### src/rtl/dmem_access_seq_if.sv
// Data-memory bus between the access sequencer (master) and the memory (slave).
// mem_ready_n is active-low; mem_rdata is valid only while mem_ready_n is low.
interface dmem_access_seq_if;
  logic        mem_req;
  logic        mem_write;
  logic [31:0] mem_addr;
  logic [1:0]  mem_size;
  logic [31:0] mem_wdata;
  logic        mem_ready_n;
  logic [31:0] mem_rdata;

  modport master (
    output mem_req, mem_write, mem_addr, mem_size, mem_wdata,
    input  mem_ready_n, mem_rdata
  );

  modport slave (
    input  mem_req, mem_write, mem_addr, mem_size, mem_wdata,
    output mem_ready_n, mem_rdata
  );
endinterface

### src/rtl/dmem_access_seq.sv
// Sequences one data-memory transaction per MEM-stage load/store: size/alignment check,
// bus drive with ready_n handshake and timeout, store lane steering, load extraction.
module dmem_access_seq #(
  parameter int unsigned TIMEOUT_CYCLES = 255,
  parameter int unsigned CNT_W          = 8
) (
  input  logic                     clk,
  input  logic                     rst,
  input  logic                     req_valid_i,
  input  logic                     is_store_i,
  input  logic [2:0]               funct3_i,
  input  logic [31:0]              addr_i,
  input  logic [31:0]              wdata_i,
  dmem_access_seq_if.master        mem,
  output logic                     stall_o,
  output logic                     done_o,
  output logic                     fault_o,
  output logic [1:0]               fault_cause_o,
  output logic [31:0]              load_data_o
);

  localparam logic [1:0] SIZE_WORD = 2'b00;
  localparam logic [1:0] SIZE_HALF = 2'b01;
  localparam logic [1:0] SIZE_BYTE = 2'b10;
  localparam logic [1:0] SIZE_NONE = 2'b11;

  localparam logic [1:0] CAUSE_NONE     = 2'b00;
  localparam logic [1:0] CAUSE_MISALIGN = 2'b01;
  localparam logic [1:0] CAUSE_ILLEGAL  = 2'b10;
  localparam logic [1:0] CAUSE_TIMEOUT  = 2'b11;

  localparam logic [CNT_W-1:0] TIMEOUT_CNT = CNT_W'(TIMEOUT_CYCLES);
  localparam bit               TIMEOUT_EN  = (TIMEOUT_CYCLES != 0);

  typedef enum logic [1:0] {
    S_IDLE   = 2'b00,
    S_ACCESS = 2'b01,
    S_DONE   = 2'b10
  } state_e;

  state_e             state_q;
  logic               mem_req_q;
  logic               mem_write_q;
  logic [31:0]        mem_addr_q;
  logic [1:0]         mem_size_q;
  logic [31:0]        mem_wdata_q;
  logic [2:0]         funct3_q;
  logic [CNT_W-1:0]   cnt_q;
  logic               done_q;
  logic               fault_q;
  logic [1:0]         fault_cause_q;
  logic [31:0]        load_data_q;

  logic               illegal_d;
  logic               misaligned_d;
  logic [1:0]         size_d;
  logic [31:0]        wdata_d;
  logic [CNT_W-1:0]   cnt_d;
  logic [7:0]         rbyte_d;
  logic [15:0]        rhalf_d;
  logic [31:0]        load_d;

  // Request decode: legality, alignment, bus size and lane-replicated store data
  always_comb begin
    illegal_d    = 1'b0;
    misaligned_d = 1'b0;
    size_d       = SIZE_NONE;
    wdata_d      = wdata_i;
    if (is_store_i) begin
      illegal_d = funct3_i[2] || (funct3_i[1:0] == 2'b11);
    end else begin
      illegal_d = (funct3_i[1:0] == 2'b11) || (funct3_i == 3'b110);
    end
    case (funct3_i[1:0])
      2'b00: begin
        size_d  = SIZE_BYTE;
        wdata_d = {4{wdata_i[7:0]}};
      end
      2'b01: begin
        size_d       = SIZE_HALF;
        wdata_d      = {2{wdata_i[15:0]}};
        misaligned_d = addr_i[0];
      end
      2'b10: begin
        size_d       = SIZE_WORD;
        misaligned_d = (addr_i[1:0] != 2'b00);
      end
      default: begin
        size_d = SIZE_NONE;
      end
    endcase
  end

  // Load lane extraction from the latched address, then sign/zero extension
  always_comb begin
    rbyte_d = mem.mem_rdata[7:0];
    case (mem_addr_q[1:0])
      2'b00:   rbyte_d = mem.mem_rdata[7:0];
      2'b01:   rbyte_d = mem.mem_rdata[15:8];
      2'b10:   rbyte_d = mem.mem_rdata[23:16];
      default: rbyte_d = mem.mem_rdata[31:24];
    endcase
    rhalf_d = mem_addr_q[1] ? mem.mem_rdata[31:16] : mem.mem_rdata[15:0];
    case (funct3_q[1:0])
      2'b00:   load_d = {{24{~funct3_q[2] & rbyte_d[7]}}, rbyte_d};
      2'b01:   load_d = {{16{~funct3_q[2] & rhalf_d[15]}}, rhalf_d};
      default: load_d = mem.mem_rdata;
    endcase
  end

  assign cnt_d   = cnt_q + CNT_W'(1);
  assign stall_o = (state_q == S_ACCESS) || ((state_q == S_IDLE) && req_valid_i);

  always_ff @(posedge clk) begin
    if (rst) begin
      state_q       <= S_IDLE;
      mem_req_q     <= 1'b0;
      mem_write_q   <= 1'b0;
      mem_addr_q    <= 32'd0;
      mem_size_q    <= SIZE_NONE;
      mem_wdata_q   <= 32'd0;
      funct3_q      <= 3'd0;
      cnt_q         <= '0;
      done_q        <= 1'b0;
      fault_q       <= 1'b0;
      fault_cause_q <= CAUSE_NONE;
      load_data_q   <= 32'd0;
    end else begin
      case (state_q)
        S_IDLE: begin
          if (req_valid_i) begin
            if (illegal_d || misaligned_d) begin
              state_q       <= S_DONE;
              done_q        <= 1'b1;
              fault_q       <= 1'b1;
              fault_cause_q <= illegal_d ? CAUSE_ILLEGAL : CAUSE_MISALIGN;
            end else begin
              state_q     <= S_ACCESS;
              mem_req_q   <= 1'b1;
              mem_write_q <= is_store_i;
              mem_addr_q  <= addr_i;
              mem_size_q  <= size_d;
              mem_wdata_q <= wdata_d;
              funct3_q    <= funct3_i;
              cnt_q       <= '0;
            end
          end
        end
        S_ACCESS: begin
          // A ready in the timeout cycle still completes successfully
          if (!mem.mem_ready_n) begin
            state_q       <= S_DONE;
            mem_req_q     <= 1'b0;
            mem_write_q   <= 1'b0;
            mem_size_q    <= SIZE_NONE;
            done_q        <= 1'b1;
            fault_q       <= 1'b0;
            fault_cause_q <= CAUSE_NONE;
            if (!mem_write_q) begin
              load_data_q <= load_d;
            end
          end else begin
            cnt_q <= cnt_d;
            if (TIMEOUT_EN && (cnt_d == TIMEOUT_CNT)) begin
              state_q       <= S_DONE;
              mem_req_q     <= 1'b0;
              mem_write_q   <= 1'b0;
              mem_size_q    <= SIZE_NONE;
              done_q        <= 1'b1;
              fault_q       <= 1'b1;
              fault_cause_q <= CAUSE_TIMEOUT;
            end
          end
        end
        S_DONE: begin
          state_q       <= S_IDLE;
          done_q        <= 1'b0;
          fault_q       <= 1'b0;
          fault_cause_q <= CAUSE_NONE;
        end
        default: begin
          state_q <= S_IDLE;
        end
      endcase
    end
  end

  assign mem.mem_req   = mem_req_q;
  assign mem.mem_write = mem_write_q;
  assign mem.mem_addr  = mem_addr_q;
  assign mem.mem_size  = mem_size_q;
  assign mem.mem_wdata = mem_wdata_q;
  assign done_o        = done_q;
  assign fault_o       = fault_q;
  assign fault_cause_o = fault_cause_q;
  assign load_data_o   = load_data_q;

endmodule
### src/flat_wrapper.sv
// flat-port wrapper written by rule: the top's interface ports become plain ports
module dmem_access_seq_flat 
#(
  parameter int unsigned TIMEOUT_CYCLES = 255,
  parameter int unsigned CNT_W          = 8
)
  (clk, rst, req_valid_i, is_store_i, funct3_i, addr_i, wdata_i, stall_o, done_o, fault_o, fault_cause_o, load_data_o, mem_mem_req, mem_mem_write, mem_mem_addr, mem_mem_size, mem_mem_wdata, mem_mem_ready_n, mem_mem_rdata);
  dmem_access_seq_if mem_i ();
  input  logic clk;
  input  logic rst;
  input  logic req_valid_i;
  input  logic is_store_i;
  input  logic [2:0] funct3_i;
  input  logic [31:0] addr_i;
  input  logic [31:0] wdata_i;
  output logic stall_o;
  output logic done_o;
  output logic fault_o;
  output logic [1:0] fault_cause_o;
  output logic [31:0] load_data_o;
  output wire logic [$bits(mem_i.mem_req)-1:0] mem_mem_req;
  output wire logic [$bits(mem_i.mem_write)-1:0] mem_mem_write;
  output wire logic [$bits(mem_i.mem_addr)-1:0] mem_mem_addr;
  output wire logic [$bits(mem_i.mem_size)-1:0] mem_mem_size;
  output wire logic [$bits(mem_i.mem_wdata)-1:0] mem_mem_wdata;
  input wire logic [$bits(mem_i.mem_ready_n)-1:0] mem_mem_ready_n;
  input wire logic [$bits(mem_i.mem_rdata)-1:0] mem_mem_rdata;
  assign mem_mem_req = mem_i.mem_req;
  assign mem_mem_write = mem_i.mem_write;
  assign mem_mem_addr = mem_i.mem_addr;
  assign mem_mem_size = mem_i.mem_size;
  assign mem_mem_wdata = mem_i.mem_wdata;
  assign mem_i.mem_ready_n = mem_mem_ready_n;
  assign mem_i.mem_rdata = mem_mem_rdata;
  dmem_access_seq #(.TIMEOUT_CYCLES(TIMEOUT_CYCLES), .CNT_W(CNT_W)) u_core (.clk(clk), .rst(rst), .req_valid_i(req_valid_i), .is_store_i(is_store_i), .funct3_i(funct3_i), .addr_i(addr_i), .wdata_i(wdata_i), .mem(mem_i), .stall_o(stall_o), .done_o(done_o), .fault_o(fault_o), .fault_cause_o(fault_cause_o), .load_data_o(load_data_o));
endmodule
### config.mk
export PLATFORM = sky130hd
export DESIGN_NAME = dmem_access_seq_flat
export DESIGN_NICKNAME = d
export VERILOG_FILES = /design/src/rtl/dmem_access_seq_if.sv /design/src/rtl/dmem_access_seq.sv /design/src/flat_wrapper.sv
export SDC_FILE = /design/constraint.sdc
export NUM_CORES = 1
export LEC_CHECK = 0
export BUFFER_PORTS_ARGS = -buffer_cell sky130_fd_sc_hd__buf_2
export CAP_MARGIN = 20
export CORE_ASPECT_RATIO = 2
export CORE_MARGIN = 2
export CORE_UTILIZATION = 30
export CTS_BUF_LIST = sky130_fd_sc_hd__clkbuf_4
export CTS_CLUSTER_SIZE = 40
export DETAILED_ROUTE_END_ITERATION = 6
export HOLD_SLACK_MARGIN = 0.05
export MAX_ROUTING_LAYER = met4
export PLACE_DENSITY = 0.62
export SYNTH_ARGS = -nofsm -noshare
export SYNTH_HDL_FRONTEND = slang
export SYNTH_SLANG_ARGS = --single-unit
### constraint.sdc
create_clock -name clk -period 2.8 [get_ports clk]
set_input_delay 0.7 -clock clk [delete_from_list [all_inputs] [get_ports clk]]
set_output_delay 0.7 -clock clk [all_outputs]
set_load 0.02 [all_outputs]
==> out/results.ini, run 1 <==
[clock_tree]
htreeDepth = 4
cts_resized = 0
cts_setup_buffers = 0
cts_tree = done
cts_buffer_depth = 2
cts_hold_buf = 0
clkLatencyLatePin_ns = 0.54
clockRootBuffer = clkbuf_4
numCtsBuffers = 17
numClockSinks = 117
clk_pin_slew_worst_paths_ns = 0.10

[drt]
drt-pass1-iter-count = 5
drcViolationCount = 0
ant_nets = 0
vias = 5765
drtIter0Drc = 245
post_drt_wl_per_cell_um = 16.6
routed_wl_um = 18500
routed_via_density = 5.17

[floorplanning]
core-area_um2 = 17800
start_util_pct = 30.6
die_h_um = 194
io_pins = 209
dieArea_um2 = 19300
die_w_um = 99.2
row_count = 69

[pwr]
switching_share_pct = 33.7
p_int_mw = 2.64
ir_worst_vdd_v = 0.000240
power_density_nw_per_um2 = 570
p_leak_nw = 2.96
pwr-share-clk_pct = 30.2
power_frac_seq_pct = 46.6
power_switching_mw = 1.34
pwr-share-comb_pct = 23.2

[logic_synthesis]
ys_seq_area_share_pct = 43.1
synth-seq-cells = 117
avgSynthCellArea_um2 = 7.77
synth_top_cell_by_area = dfxtp_1
synthesis.nets = 815
synthArstFlopShare_pct = 0
synth_top_area_share_pct = 43.1
post_synth_inst_count = 700
netlist_area_um2 = 5440
synthTopCellsByArea = dfxtp_1 (43%), nand2_1 (9.5%), a21oi_1 (7.5%)
synth_edf_count = 0
synth_top_flop_cell = dfxtp_1
yosysWarnings = 0
synth_cell_type_count = 51

[timing]
slew_violations = 0
fmax_ghz = 0.389
rsz0062_at_grt = false
post-route-min-period_ns = 2.57
whs_ns = 0.404
tns_ns = 0
tightest_slew_ns = 0.847
slew_headroom_pct = 43.4
finalHoldViolCount = 0
period_share_pct = 91.7
clock_skew_ns = 0.0313
setup_violations = 0

[worst_hold_path]
hold_path.class = primary input to flop

[placement]
io_buffers = 208
hpwlAfterDp_um = 14000
gp_congestion = 0.892

[finish]
final_common_cell = buf_2
layout-drive-gt1-share_pct = 29.6
syn_to_final_growth_pct = 28.5
final_util_pct = 39.3
fin_nets = 1005
mostFrequentLayoutCells = buf_2 (207), nand2_1 (137), dfxtp_1 (117), a21oi_1 (82), nor2_1 (65)

[critical_path]
startpoint_type = flop
cp-end-kind = primary output
critPathKind = flop to primary output
worstPathRequired_ns = 2.10
crit_fanout = 13
critPathArrivalTime_ns = 1.87

[global_routing]
antenna_found_initial = 1
grt_remaining_overflow = 0
grt_pass1_wl_um = 29100
first_global_vias = 5634
grt_usage_pct = 19.7
grt_max_degree = 59

[flow_run]
maxCapViolations = 0

[outcome]
status = completed

worst paths after layout:
kind	start	to	slack, ns	depth (start not counted)
setup reg to reg	u_core.cnt_q[2]	u_core.state_q[1]	0.56	5
setup / recovery	u_core.state_q[1]	stall_o	0.23	6
hold reg to reg	u_core.load_data_o[4]	u_core.load_data_o[4]	0.45	2
hold / removal	addr_i[13]	u_core.mem.mem_addr[13]	0.40	3
cell usage after synthesis (2+ instances only):
cell type    n
a211oi_1    41
a21oi_1     82
a221oi_1     2
a22o_1       8
a22oi_1      7
a311o_1      2
a311oi_1     9
a31oi_1      6
and2_1       3
and3_1       3
buf_1        2
buf_2        8
buf_4        2
buf_6        2
clkbuf_1    41
dfxtp_1    117
ha_1        11
inv_1       20
mux2_2       3
mux2i_1      7
nand2_1    137
nand2b_1     3
nand3_1     13
nand4_1      6
nor2_1      66
nor2b_1      6
nor3_1      16
nor4_1       3
o211ai_1     9
o21ai_0     38
o21bai_1     2
o31ai_1      4
or3_1        3
worst max-delay path: stages (launching register included):
cell	delay [ns]
dfxtp_1	0.34
inv_1	0.13
ha_2	0.36
inv_1	0.09
buf_4	0.20
nand2_1	0.07
buf_2	0.17
power groups by stage:
| stage | logic [mW] | clock network (mW) | registers (mW) |
|---|---|---|---|
| finish | 0.923 | 1.20 | 1.85 |
| global placement | 0.924 | 0 | 1.89 |
| CTS | 0.932 | 1.26 | 1.86 |
| floorplan | 0.431 | 0 | 2.01 |
| detailed placement | 0.929 | 0 | 1.89 |
| global route | 1.01 | 1.32 | 1.87 |
logic make-up (layout without fill, tap and decap cells):
| kind of cell | after synthesis | after routing | synth area share (%) |
|---|---|---|---|
| AND/OR/NAND/NOR | 267 | 267 | 21.0 |
| adder cells (fa/ha/maj) | 11 | 11 | 2.53 |
| multiplexers | 10 | 10 | 1.91 |
| buffers and inverters | 75 | 277 | 5.78 |
| AO/OA/AOI/OAI | 220 | 220 | 25.7 |
| flip-flops | 117 | 117 | 43.1 |
| other | 0 | 1 | 0 |
per-layer routing:
layer	vias to the layer above	share of wire [%]	global-route usage, %	wire length (um)
met2	214	54	34.6	10000
met5	-	0	-	0
met4	0	4.2	10.4	784
met3	46	4.6	3.60	853
met1	2651	37	20.5	6880
li1	2854	-	-	-
final cells by class:
type	instances	area, um^2
fillers	1926	10800
multi-input cells	508	2800
flip-flops and latches	117	2340
repair buffers	226	1240
well taps	213	267
clock inverters	14	136
clock buffers	17	128
inverters	20	75.1
diodes	1	2.50
stage by stage:
stage | setup slack, ns | instances | power [mW] | area [um^2]
5_1_grt | 0.0575 | 1116 | 4.20 | 6990
3_5_place_dp | 0.123 | 1084 | 2.82 | 6720
4_1_cts | 0.00232 | 1115 | 4.05 | 6980
3_3_place_gp | 0.208 | 1084 | 2.81 | 6720
2_1_floorplan | 0.327 | 700 | 2.44 | 5440
6_report | 0.231 | 1116 | 3.98 | 6990
sequential cells by signal, summed over array words and instances (netlist names):
register              count
u_core.mem.mem_addr      32
u_core.funct3_q           3
u_core.done_o             1
u_core.fault_o            1
u_core.mem.mem_req        1
u_core.mem.mem_wdata     32
u_core.fault_cause_o      2
u_core.load_data_o       32
u_core.cnt_q              8
u_core.state_q            2
u_core.mem.mem_write      1
u_core.mem.mem_size       2
Note: power is estimated with default switching activity, not from simulation.
==> inputs of run 2 (changes only) <==
clock period = 2.7 ns   (was 2.8 ns; I/O delays follow)
==> run 2 against run 1 <==
Against the previous run: cell area rose by 1.0%; sequential power rose by 4%; final cell count rose by 0.45%; utilization rose by 0.41 points; wire length fell by 0.22%; non-clock buffer count rose by 4; first-iteration DRC count rose by 8.2%; power rose by 7.4%; die area did not move; clock skew fell by 0.0031 ns; largest power group unchanged.
==> out/results.ini, run 2 (synthesized netlist as in run 1, its figures left out) <==
[outcome]
status = completed  ; unchanged

[critical_path]
startpoint_type = flop  ; unchanged
crit_top_cell = inv_1  ; unchanged
crit_chain = inv_1 -> ha_4 -> inv_1 -> buf_4 -> nand2_1 -> buf_2  ; was inv_1 -> ha_2 -> inv_1 -> buf_4 -> nand2_1 -> buf_2
crit_fanout = 12  ; was 13
critPathKind = flop to primary output  ; unchanged
cp-end-kind = primary output  ; unchanged
cp_top_family = buffers and inverters  ; unchanged
critPathArrivalTime_ns = 1.78  ; was 1.87 ns
cpPeakStageDelay_ns = 0.38  ; was 0.36 ns
worstPathRequired_ns = 2.03  ; was 2.10 ns
cp_num_buf_inv = 4  ; unchanged
critPathSlowestCell = dfxtp_1  ; was ha_2

[global_routing]
antenna_found_initial = 1  ; unchanged
grt_max_degree = 118  ; was 59
grt_remaining_overflow = 0  ; unchanged
grt_pass1_wl_um = 28400  ; was 29100 um
grt_usage_pct = 19.2  ; was 19.7%
first_global_vias = 5572  ; was 5634

[timing]
slew_violations = 0  ; unchanged
period_share_pct = 91.0
setup_ws_ns = 0.243  ; was 0.231 ns
tightest_slew_ns = 0.762  ; was 0.847 ns
fmax_ghz = 0.407
rsz0062_at_grt = false  ; unchanged
tns_ns = 0  ; unchanged
slew_headroom_pct = 49.1  ; was 43.4%
clock_skew_ns = 0.0283  ; was 0.0313 ns
finalHoldViolCount = 0  ; unchanged
post-route-min-period_ns = 2.46
setup_violations = 0  ; unchanged

[placement]
hpwlAfterDp_um = 13800  ; was 14000 um
gp_congestion = 0.934  ; was 0.892
place_area_um2 = 6740  ; was 6720 um^2
pre_cts_slack_ns = 0.121  ; was 0.123 ns
io_buffers = 208  ; unchanged

[finish]
mostFrequentLayoutCells = buf_2 (207), nand2_1 (137), dfxtp_1 (117), a21oi_1 (82), nor2_1 (65)  ; unchanged
fin_nets = 1009  ; was 1005
final_common_cell = buf_2  ; unchanged
final_area_um2 = 7060  ; was 6990 um^2
layout-drive-gt1-share_pct = 30.2  ; was 29.6%
syn_to_final_growth_pct = 29.9  ; was 28.5%

[clock_tree]
clk_pin_slew_worst_paths_ns = 0.11  ; was 0.10 ns
cts_buffer_depth = 2  ; unchanged
numClockSinks = 117  ; unchanged
cts_tree = done  ; unchanged
numCtsBuffers = 17  ; unchanged
clkLatencyLatePin_ns = 0.54  ; about the same
htreeDepth = 4  ; unchanged
clockRootBuffer = clkbuf_4  ; unchanged
cts_setup_buffers = 0  ; unchanged

[pwr]
power_density_nw_per_um2 = 605  ; was 570 nW/um^2
ir_worst_vdd_v = 0.000581  ; was 0.000240 V
p_leak_nw = 2.99  ; was 2.96 nW

[drt]
routed_via_density = 5.13  ; was 5.17
drtIter0Drc = 265  ; was 245
ant_nets = 0  ; unchanged
drcViolationCount = 0  ; unchanged
routed_wl_um = 18500  ; about the same
post_drt_wl_per_cell_um = 16.5  ; was 16.6 um
vias = 5752  ; was 5765
drt-pass1-iter-count = 5  ; unchanged

[floorplanning]
row_count = 69  ; unchanged
die_h_um = 194  ; unchanged
core-area_um2 = 17800  ; unchanged
start_util_pct = 30.6  ; unchanged
die_w_um = 99.2  ; unchanged
dieArea_um2 = 19300  ; unchanged
io_pins = 209  ; unchanged

[worst_hold_path]
hold_path.class = primary input to flop  ; unchanged

[flow_run]
maxCapViolations = 0  ; unchanged

-- run 2: changes by cell type in the layout (fill, tap and decap cells not counted) --
cell and change:
inv_6 -1, ha_4 +1, clkinv_2 -1, buf_12 -1
clkinvlp_4 +1, inv_8 +1, clkinv_1 -2, clkinv_4 +2
bufinv_16 +1, ha_2 -1, buf_4 +5
-- run 2: worst paths after layout --
path,start,end,slack [ns],cells past startpoint
max,u_core.state_q[1],stall_o,0.24,6
min,addr_i[19],u_core.mem.mem_addr[19],0.37,3
max reg2reg,u_core.cnt_q[1],u_core.done_o,0.49,6
min reg2reg,u_core.load_data_o[2],u_core.load_data_o[2],0.45,2
-- run 2: what timing repair did --
item	in CTS	in global routing
hold buffers	0	0
pin swaps	0	0
endpoints found under the setup margin	1	1
resized for setup	1	1
endpoints found under the hold margin	0	0
-- run 2: layer usage --
metal / vias up / GRT usage (%) / share of wire (%)
met5: - / - / 0
met4: 0 / 7.76 / 2.5
met3: 24 / 3.70 / 4.7
met2: 192 / 35.5 / 56
met1: 2674 / 19.3 / 37
li1: 2862 / - / -
-- run 2: worst reg2reg max path: cells and delay by family, from the launching register on --
kind                       cells  cell delay (ns)
DFF                            1             0.47
muxes                          1             0.30
AOI/OAI and AO/OA              2             0.81
and+or+nand+nor                2             0.19
adders and majority gates      1             0.36
-- run 2: layout make-up --
class,count,area (um^2)
Antenna cell,1,2.50
Clock buffer,17,128
Clock inverter,15,181
Fill cell,1884,10700
Inverter,20,75.1
Multi-Input combinational cell,508,2810
Sequential cell,117,2340
Tap cell,213,267
Timing Repair Buffer,230,1260
-- run 2: report_power, final --
group / total [mW] / internal [mW] / switching, mW
Sequential: 1.92 / 1.85 / 0.0764
Clock: 1.39 / 0.648 / 0.739
Combinational: 0.964 / 0.360 / 0.604
-- run 2: through the flow --
stage / util (%) / hold WS, ns / total power [mW] / instances
6_report: 39.7 / 0.375 / 4.27 / 1121
5_1_grt: 39.7 / 0.309 / 4.51 / 1121
4_1_cts: 39.6 / 0.311 / 4.34 / 1120
3_5_place_dp: 37.9 / 0.440 / 2.93 / 1088
3_3_place_gp: 37.9 / 0.438 / 2.92 / 1088
2_1_floorplan: - / 0.450 / 2.53 / 700
==> inputs of run 3 (changes only) <==
CORE_UTILIZATION = 51   (was 30)
PLACE_DENSITY = 0.92   (was 0.62)
==> run 3 against run 2 <==
Against the previous run: clock skew is 0.011 ns lower; final cell count is 6.9% lower; die area is 40% lower; sequential power hardly changed; via count is 3.3% higher; critical path type unchanged; largest cell class unchanged.
==> out/results.ini, run 3 (synthesized netlist as in run 1, its figures left out) <==
[floorplanning]
io_pins = 209  ; unchanged
core-area_um2 = 10500  ; was 17800 um^2
row_count = 53  ; was 69
die_h_um = 150  ; was 194 um
dieArea_um2 = 11600  ; was 19300 um^2
start_util_pct = 51.9  ; was 30.6%
die_w_um = 77.0  ; was 99.2 um

[timing]
rsz0062_at_grt = false  ; unchanged
finalHoldViolCount = 0  ; unchanged
whs_ns = 0.372  ; was 0.375 ns
slew_violations = 0  ; unchanged
clock_skew_ns = 0.0173  ; was 0.0283 ns
tightest_slew_ns = 0.557  ; was 0.762 ns
period_share_pct = 90.9  ; was 91.0%
setup_violations = 0  ; unchanged
setup_ws_ns = 0.245  ; was 0.243 ns
post-route-min-period_ns = 2.45  ; was 2.46 ns
tns_ns = 0  ; unchanged
slew_headroom_pct = 62.8  ; was 49.1%
fmax_ghz = 0.407  ; about the same

[global_routing]
antenna_found_initial = 1  ; unchanged
grt_pass1_wl_um = 26400  ; was 28400 um
grt_usage_pct = 29.3  ; was 19.2%
first_global_vias = 5697  ; was 5572
grt_max_degree = 57  ; was 118
grt_remaining_overflow = 0  ; unchanged

[drt]
drt-pass1-iter-count = 7  ; was 5
wl_met2_um = 8870  ; was 10400 um
drtIter0Drc = 329  ; was 265
vias = 5940  ; was 5752
drcViolationCount = 0  ; unchanged
ant_nets = 0  ; unchanged
routed_via_density = 5.69  ; was 5.13
routed_wl_um = 16900  ; was 18500 um
drt-met1-wl_um = 5990  ; was 6770 um
met3_length_um = 1150  ; was 861 um
highest_layer = met4  ; unchanged
post_drt_wl_per_cell_um = 16.2  ; was 16.5 um

[finish]
layout-drive-gt1-share_pct = 29.9  ; was 30.2%
final_util_pct = 66.0  ; was 39.7%
mostFrequentLayoutCells = buf_2 (207), nand2_1 (137), dfxtp_1 (117), a21oi_1 (82), nor2_1 (65)  ; unchanged
fin_nets = 1008  ; was 1009
nFillCells = 915  ; was 1884
final_common_cell = buf_2  ; unchanged
syn_to_final_growth_pct = 27.2  ; was 29.9%

[clock_tree]
cts_setup_buffers = 0  ; unchanged
clkLatencyLatePin_ns = 0.53  ; was 0.54 ns
cts_tree = done  ; unchanged
clk_pin_slew_worst_paths_ns = 0.11  ; about the same
cts_resized = 0  ; was 1
htreeDepth = 4  ; unchanged
cts_hold_buf = 0  ; unchanged
clockRootBuffer = clkbuf_4  ; unchanged
cts_buffer_depth = 2  ; unchanged
numCtsBuffers = 17  ; unchanged
numClockSinks = 117  ; unchanged

[pwr]
pwr-share-comb_pct = 23.1  ; was 22.6%
power_mw = 4.14  ; was 4.27 mW
power_switching_mw = 1.39  ; was 1.42 mW
switching_share_pct = 33.5  ; was 33.2%
power_frac_seq_pct = 46.4  ; was 45.0%
pwr-share-clk_pct = 30.5  ; was 32.5%
ir_worst_vdd_v = 0.000485  ; was 0.000581 V
p_int_mw = 2.75  ; was 2.85 mW
p_leak_nw = 2.97  ; was 2.99 nW
power_density_nw_per_um2 = 599  ; was 605 nW/um^2

[critical_path]
cp-end-kind = primary output  ; unchanged
r2r_end = u_core.done_o  ; unchanged
crit_fanout = 12  ; unchanged
critPathArrivalTime_ns = 1.78  ; about the same
r2r-start = u_core.cnt_q[1]  ; unchanged
r2r_setup_slack_ns = 0.54  ; was 0.49 ns
critPathKind = flop to primary output  ; unchanged
ff2ff_path_depth = 6  ; unchanged
startpoint_type = flop  ; unchanged
worstPathRequired_ns = 2.03  ; about the same

[placement]
gp_congestion = 1.01  ; was 0.934
pre_cts_slack_ns = 0.167  ; was 0.121 ns
hpwlAfterDp_um = 12400  ; was 13800 um
io_buffers = 208  ; unchanged

[worst_hold_path]
min_from = addr_i[20]  ; was addr_i[19]
min_to = u_core.mem.mem_addr[20]  ; was u_core.mem.mem_addr[19]
whs_path_depth = 3  ; unchanged
hold_path.class = primary input to flop  ; unchanged

[outcome]
status = completed  ; unchanged

[flow_run]
maxCapViolations = 0  ; unchanged

-- run 3: how the worst max path moves through the flow --
stage	depth (start not counted)	from	to	slack [ns]
floorplan	9	funct3_i[0]	u_core.mem.mem_size[0]	0.25
global placement	8	funct3_i[0]	u_core.cnt_q[2]	0.25
detailed placement	10	funct3_i[0]	u_core.mem.mem_wdata[21]	0.17
CTS	6	u_core.state_q[1]	stall_o	0.23
global route	6	u_core.state_q[1]	stall_o	0.10
finish	6	u_core.state_q[1]	stall_o	0.25
-- run 3: layout make-up --
class	instances	area, um^2	share of cell area (%)
Clock buffer	17	128	1.84
Multi-Input combinational cell	508	2790	40.4
Timing Repair Buffer	229	1250	18.1
Sequential cell	117	2340	33.9
Antenna cell	1	2.50	0.0362
Clock inverter	15	155	2.24
Inverter	20	75.1	1.09
Tap cell	137	171	2.48
-- run 3: per-stage QoR --
step | cell area (um^2) | cells
finish | 6920 | 1044
global placement | 6630 | 1011
floorplan | 5440 | 700
global route | 6920 | 1044
detailed placement | 6630 | 1011
CTS | 6920 | 1043
-- run 3: power by group through the flow --
stage / Sequential (mW) / Combinational (mW) / Clock [mW]
after floorplan: 2.09 / 0.447 / 0
after global placement: 1.96 / 0.930 / 0
after detailed placement: 1.96 / 0.947 / 0
after CTS: 1.92 / 0.951 / 1.29
after global routing: 1.93 / 1.04 / 1.35
final: 1.92 / 0.956 / 1.26
-- run 3: layer usage --
layer	track usage, %	vias up
met5	-	-
li1	-	2856
met4	17.8	0
met3	6.15	77
met2	51.0	336
met1	29.9	2671
-- run 3: critical path, stage by stage (launching register included) --
cell	delay (ns)
dfxtp_1	0.38
inv_1	0.10
ha_1	0.22
inv_1	0.13
buf_4	0.22
nand2_1	0.06
buf_2	0.16
